## config.mk

```make
export PLATFORM = sky130hd
export DESIGN_NAME = io_input_bank_flat
export DESIGN_NICKNAME = d
export VERILOG_FILES = /design/src/rtl/io_input_bank_if.sv /design/src/rtl/io_input_bank.sv /design/src/flat_wrapper.sv
export SDC_FILE = /design/constraint.sdc
export NUM_CORES = 1
export LEC_CHECK = 0
export BUFFER_PORTS_ARGS = -buffer_cell sky130_fd_sc_hd__buf_2
export CAP_MARGIN = 10
export CORE_ASPECT_RATIO = 0.75
export CORE_UTILIZATION = 40
export DETAILED_ROUTE_END_ITERATION = 12
export GPL_TIMING_DRIVEN = 0
export HOLD_SLACK_MARGIN = 0.02
export PLACE_DENSITY_LB_ADDON = 0.12
export SETUP_SLACK_MARGIN = 0.3
export SKIP_CTS_REPAIR_TIMING = 1
export SYNTH_ARGS = -nofsm -noshare
export SYNTH_HDL_FRONTEND = slang
export SYNTH_SLANG_ARGS = --single-unit
```

## constraint.sdc

```tcl
create_clock -name io_clk -period 1.58 [get_ports io_clk]
set_input_delay 0 -clock io_clk [delete_from_list [all_inputs] [get_ports io_clk]]
set_output_delay 0 -clock io_clk [all_outputs]
set_load 0.005 [all_outputs]
```

## src/rtl/io_input_bank_if.sv

```systemverilog
// CPU-side I/O bus for the input-port bank: word-addressed register reads and strobed writes.
interface io_input_bank_if #(
  parameter int unsigned DW = 32
);
  logic [31:0]   addr;
  logic          io_we;
  logic [DW-1:0] io_wdata;
  logic [DW-1:0] io_read_data;

  modport master (
    output addr,
    output io_we,
    output io_wdata,
    input  io_read_data
  );

  modport slave (
    input  addr,
    input  io_we,
    input  io_wdata,
    output io_read_data
  );
endinterface

```

## src/rtl/io_input_bank.sv

```systemverilog
// Memory-mapped bank of synchronised input ports with sticky change flags, W1C status,
// an interrupt mask and a registered interrupt request.
module io_input_bank #(
  parameter int unsigned NPORTS      = 4,
  parameter int unsigned DW          = 32,
  parameter logic [5:0]  BASE_WORD   = 6'h20,
  parameter int unsigned SYNC_STAGES = 2
) (
  input  logic                 io_clk,
  input  logic                 resetn,
  io_input_bank_if.slave       bus,
  input  logic [NPORTS*DW-1:0] in_port,
  output logic                 io_irq
);

  localparam int unsigned BaseWord   = 32'(BASE_WORD);
  localparam int unsigned StatusWord = BaseWord + NPORTS;
  localparam int unsigned MaskWord   = BaseWord + NPORTS + 1;
  localparam int unsigned Last       = SYNC_STAGES - 1;

  if (NPORTS < 1 || NPORTS > 16) begin : gen_bad_nports
    $error("io_input_bank: NPORTS must be in 1..16");
  end
  if (SYNC_STAGES < 1 || SYNC_STAGES > 3) begin : gen_bad_sync
    $error("io_input_bank: SYNC_STAGES must be in 1..3");
  end
  if (MaskWord > 63) begin : gen_bad_map
    $error("io_input_bank: register map exceeds the 64-word window");
  end
  if (NPORTS > DW) begin : gen_bad_dw
    $error("io_input_bank: DW must hold one flag bit per port");
  end

  logic [DW-1:0]     sync_q [NPORTS][SYNC_STAGES];
  logic [DW-1:0]     sync_d [NPORTS][SYNC_STAGES];
  logic [NPORTS-1:0] chg_q, chg_d;
  logic [NPORTS-1:0] mask_q, mask_d;
  logic              irq_q, irq_d;
  logic [5:0]        word;
  logic              status_we, mask_we;
  logic [DW-1:0]     rdata;
  logic              unused_bits;

  assign word        = bus.addr[7:2];
  assign status_we   = bus.io_we && (32'(word) == StatusWord);
  assign mask_we     = bus.io_we && (32'(word) == MaskWord);
  assign unused_bits = ^{bus.addr[31:8], bus.addr[1:0], bus.io_wdata};

  always_comb begin
    for (int unsigned i = 0; i < NPORTS; i++) begin
      sync_d[i][0] = in_port[i*DW +: DW];
      for (int unsigned s = 1; s < SYNC_STAGES; s++) begin
        sync_d[i][s] = sync_q[i][s-1];
      end
      // A change landing in dreg wins over a coincident W1C of the same flag.
      chg_d[i] = (sync_d[i][Last] != sync_q[i][Last]) |
                 (chg_q[i] & ~(status_we & bus.io_wdata[i]));
    end
    mask_d = mask_we ? bus.io_wdata[NPORTS-1:0] : mask_q;
    irq_d  = |(chg_q & mask_q);
  end

  always_ff @(posedge io_clk) begin
    if (!resetn) begin
      sync_q <= '{default: '0};
      chg_q  <= '0;
      mask_q <= '0;
      irq_q  <= 1'b0;
    end else begin
      sync_q <= sync_d;
      chg_q  <= chg_d;
      mask_q <= mask_d;
      irq_q  <= irq_d;
    end
  end

  always_comb begin
    rdata = '0;
    for (int unsigned i = 0; i < NPORTS; i++) begin
      if (32'(word) == BaseWord + i) begin
        rdata = sync_q[i][Last];
      end
    end
    if (32'(word) == StatusWord) begin
      rdata = DW'(chg_q);
    end
    if (32'(word) == MaskWord) begin
      rdata = DW'(mask_q);
    end
  end

  assign bus.io_read_data = rdata;
  assign io_irq           = irq_q;

endmodule
```

## src/flat_wrapper.sv

```systemverilog
// flat-port wrapper written by rule: the top's interface ports become plain ports
module io_input_bank_flat 
#(
  parameter int unsigned NPORTS      = 4,
  parameter int unsigned DW          = 32,
  parameter logic [5:0]  BASE_WORD   = 6'h20,
  parameter int unsigned SYNC_STAGES = 2
)
  (io_clk, resetn, in_port, io_irq, bus_addr, bus_io_we, bus_io_wdata, bus_io_read_data);
  io_input_bank_if #(.DW(DW)) bus_i ();
  input  logic io_clk;
  input  logic resetn;
  input  logic [NPORTS*DW-1:0] in_port;
  output logic io_irq;
  input wire logic [$bits(bus_i.addr)-1:0] bus_addr;
  input wire logic [$bits(bus_i.io_we)-1:0] bus_io_we;
  input wire logic [$bits(bus_i.io_wdata)-1:0] bus_io_wdata;
  output wire logic [$bits(bus_i.io_read_data)-1:0] bus_io_read_data;
  assign bus_i.addr = bus_addr;
  assign bus_i.io_we = bus_io_we;
  assign bus_i.io_wdata = bus_io_wdata;
  assign bus_io_read_data = bus_i.io_read_data;
  io_input_bank #(.NPORTS(NPORTS), .DW(DW), .BASE_WORD(BASE_WORD), .SYNC_STAGES(SYNC_STAGES)) u_core (.io_clk(io_clk), .resetn(resetn), .bus(bus_i), .in_port(in_port), .io_irq(io_irq));
endmodule
```

Word-level counts from Yosys, hierarchy flattened:

Cells that the tools add are included.

* eq/ne operators: 10
* multiplexer cells: 6
* bitwise gates (word level): 17
* reduce and logical (&&, ||, !) cells: 3

Operators with widths (number)
* 32-bit 2-to-1 mux: 6
* 32-bit != test: 4
* 6-bit equality test, second input constant: 6
* 1-bit bitwise AND: 8
* 4-bit bitwise AND: 1
* 1-bit NOT: 4
* 1-bit OR: 4
* 4-bit OR reduction: 1
* 1-bit logical AND: 2

* register bits after elaboration: 265
* input port bits: 195
* output and inout bits: 33
* word-level logic and storage cells: 47

Depth between registers and ports, before layout:

Gate-level depths: netlist of run 1.

* depth after elaboration: 7
* gate-level depth with buffers: 6
* mapped depth without buffers: 4

Least setup slack after synthesis of run 1:

Ideal clock, no wire load.

* path kind: reg2reg
* from: reg u_core.sync_q[214] in the netlist's numbering
* to: reg u_core.chg_q[0]
* library setup time: 0.120 ns
* data arrival time: 1.091 ns
* setup slack: 0.370 ns
* cell stages (with the launch flop): 5
* path buffers: 0
* period minus slack after synthesis: 1.210 ns
* cell sequence: dfxtp_1 xor2_1 nor4_1 nand4_1 o31a_1

* word-level cells in the longest chain between the ends: 2

Ends and longest elaborated chain
* start: declaration: RTL line io_input_bank.sv:34 `logic [DW-1:0] sync_q [NPORTS][SYNC_STAGES];`
* start signal: assignment: RTL line io_input_bank.sv:70 `sync_q <= sync_d;`
* 32-bit != test: RTL line io_input_bank.sv:56 `chg_d[i] = (sync_d[i][Last] != sync_q[i][Last]) |`
* 1-bit OR: RTL line io_input_bank.sv:56
* end signal: assignment: RTL line io_input_bank.sv:71 `chg_q <= chg_d;`
* end: declaration: RTL line io_input_bank.sv:36 `logic [NPORTS-1:0] chg_q, chg_d;`

No other way between the ends.
A chain may end at the register's enable or synchronous reset.

Final worst setup path of run 1:

* from: reg u_core.sync_q[66] in the netlist's numbering
* to: out bus_io_read_data[2]

* word-level cells in the longest chain between the ends: 4

Ends and longest elaborated chain
* 32-bit 2-to-1 mux (2 in series): RTL line io_input_bank.sv:80 `if (32'(word) == BaseWord + i) begin`
* 32-bit 2-to-1 mux: RTL line io_input_bank.sv:84 `if (32'(word) == StatusWord) begin`
* 32-bit 2-to-1 mux: RTL line io_input_bank.sv:87 `if (32'(word) == MaskWord) begin`
* end: declaration: RTL line flat_wrapper.sv:18 `output wire logic [$bits(bus_i.io_read_data)-1:0] bus_io_read_data;`

No other way between the ends.

==> impl_metrics.yaml, run 1 <==
sta:
  setup_viol: 33
  worst_pin_slew_ns: 0.8991
  fin_crit_sh_pct: 112.4
  finClkSkew_ns: 0.01516
  fin_crit_ns: 1.776
  rsz0062_at_grt: "true"
  timing.fmax_ghz: 0.5632
  maxSlewHeadroom_pct: 40.06
  slew_viol_final: 0
  fin_ws_ns: -0.1957
  setup_tns_ns: -2.624
  finalHoldViolCount: 0
floorplan:
  pin_count: 228
  dieHeight_um: 136.9
  start_util_pct: 41.44
  chipWidth_um: 181.9
  dieArea_mm2: 0.02490
  coreArea_mm2: 0.02342
  rows: 48
grt:
  grt.overflow.total: 0
  grt_pass1_wl_um: 38940
  grt_pass1_vias: 6370
  grt_max_degree: 16
  grt_usage_pct: 21.91
  grt_antenna_before_repair: 3
setup_path:
  cp-start-kind: "flip-flop"
  worst-path-buf-inv: 1
  slowest_delay_ns: 0.34
  endpoint_kind: "output port"
  rr_startpoint: "u_core.sync_q[159]"
  path_class: "flip-flop to output port"
  arrival_ns: 1.78
  rrSetupSlack_ns: -0.01
  worst-path-max-fanout: 2
  reg2regPathDepth: 5
  cp_top_family: "compound AO/OA/AOI/OAI gates"
  cp_cell_sequence: "mux2_4 > a22oi_2 > o22ai_2 > a32o_1 > buf_2"
  cp_slowest_cell: "dfxtp_2"
  required_ns: 1.58
  rr_endpoint: "u_core.chg_q[1]"
clock_network:
  clk_latency_ns: 0.54
  numCtsBuffers: 26
  cts.sinks: 265
  cts_root_buffer: "clkbuf_16"
  cts_tree: "built"
  cts.path.max_buffers: 3
  path_clk_slew_ns: 0.07
  h-tree-depth: 1
yosys:
  synth_top_area_share_pct: 54.65
  yosys.area.top_type: "dfxtp_1"
  ys_ff_latch: 265
  synthesis.area_mm2: 0.009707
  syn-num-nets: 1038
  synthCells: 843
  synthArstFlopShare_pct: 0
  synth_warnings: 0
  ys_seq_area_share_pct: 54.65
  synth_edf_count: 0
  synthTopCellsByArea: "dfxtp_1 55%, and2_1 17%, xor2_1 12%"
  yosysUniqueCellTypes: 30
  synthFlopType: "dfxtp_1"
  avgSynthCellArea_um2: 11.51
layout:
  final_cell_mix: "257 x and2_1, 210 x dfxtp_1, 170 x buf_2"
  area_growth_pct: 41.16
  layout.nets: 1391
  final_layout_size_suffix_gt1_share_pct: 30.37
  final_common_cell: "and2_1"
  final_design_area_no_fill_mm2: 0.01370
routing:
  routedWlPerCell_um: 19.07
  drcViolationCount: 0
  ant_nets: 0
  wirelength_um: 28910
  drtIter0Drc: 387
  vias: 6986
  drtPass1Iterations: 5
  post_drt_via_cell_ratio: 4.608
worst_hold_path:
  holdPathStages: 4
  hold_path_class: "primary input to flip-flop"
  worst_hold_path.endpoint: "u_core.mask_q[3]"
  hp-start: "bus_io_we"
place:
  gp_congestion: 0.8817
  placement.cell_area_mm2: 0.01093
  port_buffers: 170
  hpwlAfterDp_um: 21070
pwr:
  ir_worst_vdd_mv: 0.7341
  p_per_area_mw_per_mm2: 1098
  total_power_mw: 15.04
  p_leak_nw: 6.239
outcome:
  outcome: "finished with violations"
  violations: "setup timing"
flow_run:
  maxCapViolations: 0
==> per-stage QoR <==
step / worst slack [ns] / cells / util [%] / hold slack (ns)
floorplan: 0.3696 / 843 / - / 0.1273
global placement: -0.1802 / 1313 / 46.68 / 0.2070
detailed placement: -0.1654 / 1313 / 46.68 / 0.2094
CTS: -0.2699 / 1360 / 50.46 / -0.3565
global route: -0.2467 / 1515 / 58.49 / 0.06014
finish: -0.1957 / 1516 / 58.50 / 0.04490
==> tightest hold or removal path: stages <==
cell,delay (ns)
buf_2,0.10
nand4_1,0.23
mux2i_1,0.12
nor2b_1,0.09
==> final cells by class <==
| cell class | instances | area [um^2] |
|---|---|---|
| plain buffers | 42 | 186.4 |
| clock inverters | 11 | 128.9 |
| flip-flops and latches | 265 | 5406 |
| diodes | 1 | 2.502 |
| well taps | 300 | 375.4 |
| fillers | 1997 | 9721 |
| clock buffers | 36 | 758.2 |
| multi-input cells | 532 | 4434 |
| repair buffers | 325 | 2395 |
| inverters | 4 | 15.01 |
==> synthesized netlist by cell type, types with 4 or more instances <==
library cell and count:
dfxtp_1 265, and2_1 257, xor2_1 128, clkbuf_1 34, nor4_1 32, mux4_2 28
nor2b_1 26, nand4_1 9, and2b_2 8, a22oi_1 5, buf_2 5, o22ai_1 5
inv_1 4, mux2_2 4, mux2i_1 4, o31a_1 4
==> logic make-up (layout without fill, tap and decap cells) <==
kind of cell	after synthesis	in the layout	share of synthesized area, %
muxes	36	36	7.373
DFF	265	265	54.65
other	0	1	0
and+or+nand+nor	341	341	22.34
xor gates and xnor gates	128	128	11.55
AOI/OAI and AO/OA	27	27	2.024
buffers and inverters	46	418	2.062
==> flip-flops by register name, summed over array words and instances (netlist names) <==
name           flops
u_core.sync_d    128
u_core.io_irq      1
u_core.chg_q       4
u_core.mask_q      4
u_core.sync_q    128
==> metal layers <==
layer | vias to the layer above | GRT usage [%] | part of all wire [%]
met5 | - | 0 | 0
met4 | 0 | 4.435 | 1.6
met3 | 36 | 4.923 | 5.7
met2 | 205 | 33.23 | 43
met1 | 3286 | 31.92 | 49
li1 | 3459 | - | -
==> how the worst max path moves through the flow <==
stage / end / startpoint / slack [ns] / cells after the start
floorplan: u_core.chg_q[0] / u_core.sync_q[214] / 0.37 / 4
global placement: u_core.chg_q[1] / u_core.sync_q[144] / -0.18 / 4
detailed placement: u_core.chg_q[1] / u_core.sync_q[144] / -0.17 / 4
CTS: bus_io_read_data[2] / u_core.sync_q[66] / -0.27 / 5
global route: bus_io_read_data[2] / u_core.sync_q[66] / -0.25 / 5
finish: bus_io_read_data[2] / u_core.sync_q[66] / -0.20 / 5
==> where the power goes <==
part | leakage (nW) | total (mW) | internal, mW | switching [mW]
sequential | 2.22 | 7.26 | 6.99 | 0.262
combinational | 3.59 | 1.43 | 0.830 | 0.598
clock | 0.434 | 6.35 | 3.70 | 2.66
(Power assumes the default switching activity.)
==> inputs of run 2 (changes only) <==
- CELL_PAD_IN_SITES_DETAIL_PLACEMENT: unset -> 0
- CELL_PAD_IN_SITES_GLOBAL_PLACEMENT: unset -> 2
- CORE_UTILIZATION: 40 -> 34
==> run 2 against run 1 <==
Effect of this change:
- the flow finishes with violations (DRC, setup timing)
- utilization is 8.6 points lower
- register-to-register slack better by 0.05 ns
- worst setup slack worse by 0.060 ns
- maximum frequency decreased by 3.2%
- sequential cell count unchanged
- critical path depth unchanged
- count of clock-buffer cells in the layout shrank 2
- hold slack gained 0.0055 ns
- critical endpoint unchanged
==> impl_metrics.yaml, run 2 (same netlist as run 1, synthesis figures left out) <==
outcome:
  outcome: "finished with violations"
  violations: "DRC, setup timing"
sta:
  setup_viol: 32
  finalHoldViolCount: 0
  fin_crit_ns: 1.835
  maxSlewHeadroom_pct: 40.60
  fin_ws_ns: -0.2552
  slew_viol_final: 0
  setup_tns_ns: -3.069
  rsz0062_at_grt: "true"
  finalHoldWorstSlack_ns: 0.05039
  fin_crit_sh_pct: 116.2
  timing.fmax_ghz: 0.5449
  finClkSkew_ns: 0.02161
  worst_pin_slew_ns: 0.8910
layout:
  fillCellCount: 2648
  area_growth_pct: 44.33
  n_antenna_cell: 0
  seq_area_mm2: 0.005428
  final_layout_size_suffix_gt1_share_pct: 32.95
  final_common_cell: "and2_1"
  multiInputGateArea_mm2: 0.004519
  final_design_area_no_fill_mm2: 0.01401
  layout.nets: 1396
  final_cell_mix: "257 x and2_1, 193 x dfxtp_1, 174 x buf_2"
pwr:
  p_per_area_mw_per_mm2: 1115
  p_int_mw: 12.00
  p_leak_nw: 6.326
  pwr-share-seq_pct: 46.6
  ir_worst_vdd_mv: 0.8194
  pwr-share-clk_pct: 44.2
  combPwrFrac_pct: 9.3
  total_power_mw: 15.61
  power.switching_mw: 3.612
  netSwitchingFraction_pct: 23.13
place:
  gp_congestion: 0.8047
  port_buffers: 170
  hpwlAfterDp_um: 22980
  placement.cell_area_mm2: 0.01104
worst_hold_path:
  hold_path_class: "primary input to flip-flop"
setup_path:
  cp-start-kind: "flip-flop"
  endpoint_kind: "output port"
  arrival_ns: 1.84
  path_class: "flip-flop to output port"
  required_ns: 1.58
  worst-path-max-fanout: 2
routing:
  vias: 6849
  routedWlPerCell_um: 18.98
  wirelength_um: 30470
  post_drt_via_cell_ratio: 4.267
  drtPass1Iterations: 8
  ant_nets: 0
  drtIter0Drc: 298
  drcViolationCount: 2
clock_network:
  clk_latency_ns: 0.56
  cts_tree: "built"
  cts_root_buffer: "clkbuf_16"
  path_clk_slew_ns: 0.07
  numCtsBuffers: 27
  cts.sinks: 265
  h-tree-depth: 1
  cts.path.max_buffers: 3
grt:
  grt_pass1_wl_um: 41650
  grt_usage_pct: 20.11
  grt_pass1_vias: 6331
  grt_antenna_before_repair: 0
  grt.overflow.total: 0
  grt_max_degree: 15
floorplan:
  start_util_pct: 34.60
  coreArea_mm2: 0.02805
  rows: 53
  pin_count: 228
  chipWidth_um: 197.1
  dieHeight_um: 148.3
  dieArea_mm2: 0.02924
flow_run:
  maxCapViolations: 0
run 2: layer usage:
metal	vias up	track usage [%]	share of wire (%)
li1	3471	-	-
met1	3199	31.21	50
met2	146	29.72	43
met3	33	2.540	5.2
met4	0	3.721	1.4
met5	-	0	0
run 2: metrics by stage:
step / std cells / utilization (%) / worst slack (ns)
after global placement: 1398 / 39.36 / -0.1272
after floorplan: 843 / - / 0.3696
after global routing: 1605 / 49.94 / -0.2961
after CTS: 1446 / 42.77 / -0.3280
final: 1605 / 49.94 / -0.2552
after detailed placement: 1398 / 39.36 / -0.1218
run 2: area by class of cell:
class | count | share of cell area (%)
Sequential cell | 265 | 38.74
Clock buffer | 34 | 5.296
Multi-Input combinational cell | 532 | 32.26
Timing Repair Buffer | 329 | 17.27
Buffer | 42 | 1.340
Tap cell | 385 | 3.438
Inverter | 4 | 0.1072
Clock inverter | 14 | 1.545
run 2: power groups by stage:
stage	logic (mW)	registers [mW]	clock network [mW]
3_3_place_gp	1.09	7.41	0
4_1_cts	1.09	7.27	7.03
2_1_floorplan	0.649	7.29	0
3_5_place_dp	1.08	7.41	0
6_report	1.45	7.27	6.90
5_1_grt	1.59	7.30	7.31
run 2: final timing paths:
path | start | end | slack [ns] | cells past startpoint
setup reg to reg | u_core.sync_q[195] | u_core.chg_q[0] | 0.04 | 5
hold / removal | bus_io_we | u_core.mask_q[2] | 0.05 | 4
setup / recovery | u_core.sync_q[66] | bus_io_read_data[2] | -0.26 | 5
hold reg to reg | u_core.sync_d[150] | u_core.sync_q[150] | 0.47 | 1
run 2: worst max-delay path, stage by stage, from the launching register on:
cell,delay (ns)
dfxtp_2,0.33
mux2_4,0.30
a22oi_2,0.17
o22ai_2,0.13
a32o_1,0.22
buf_2,0.12
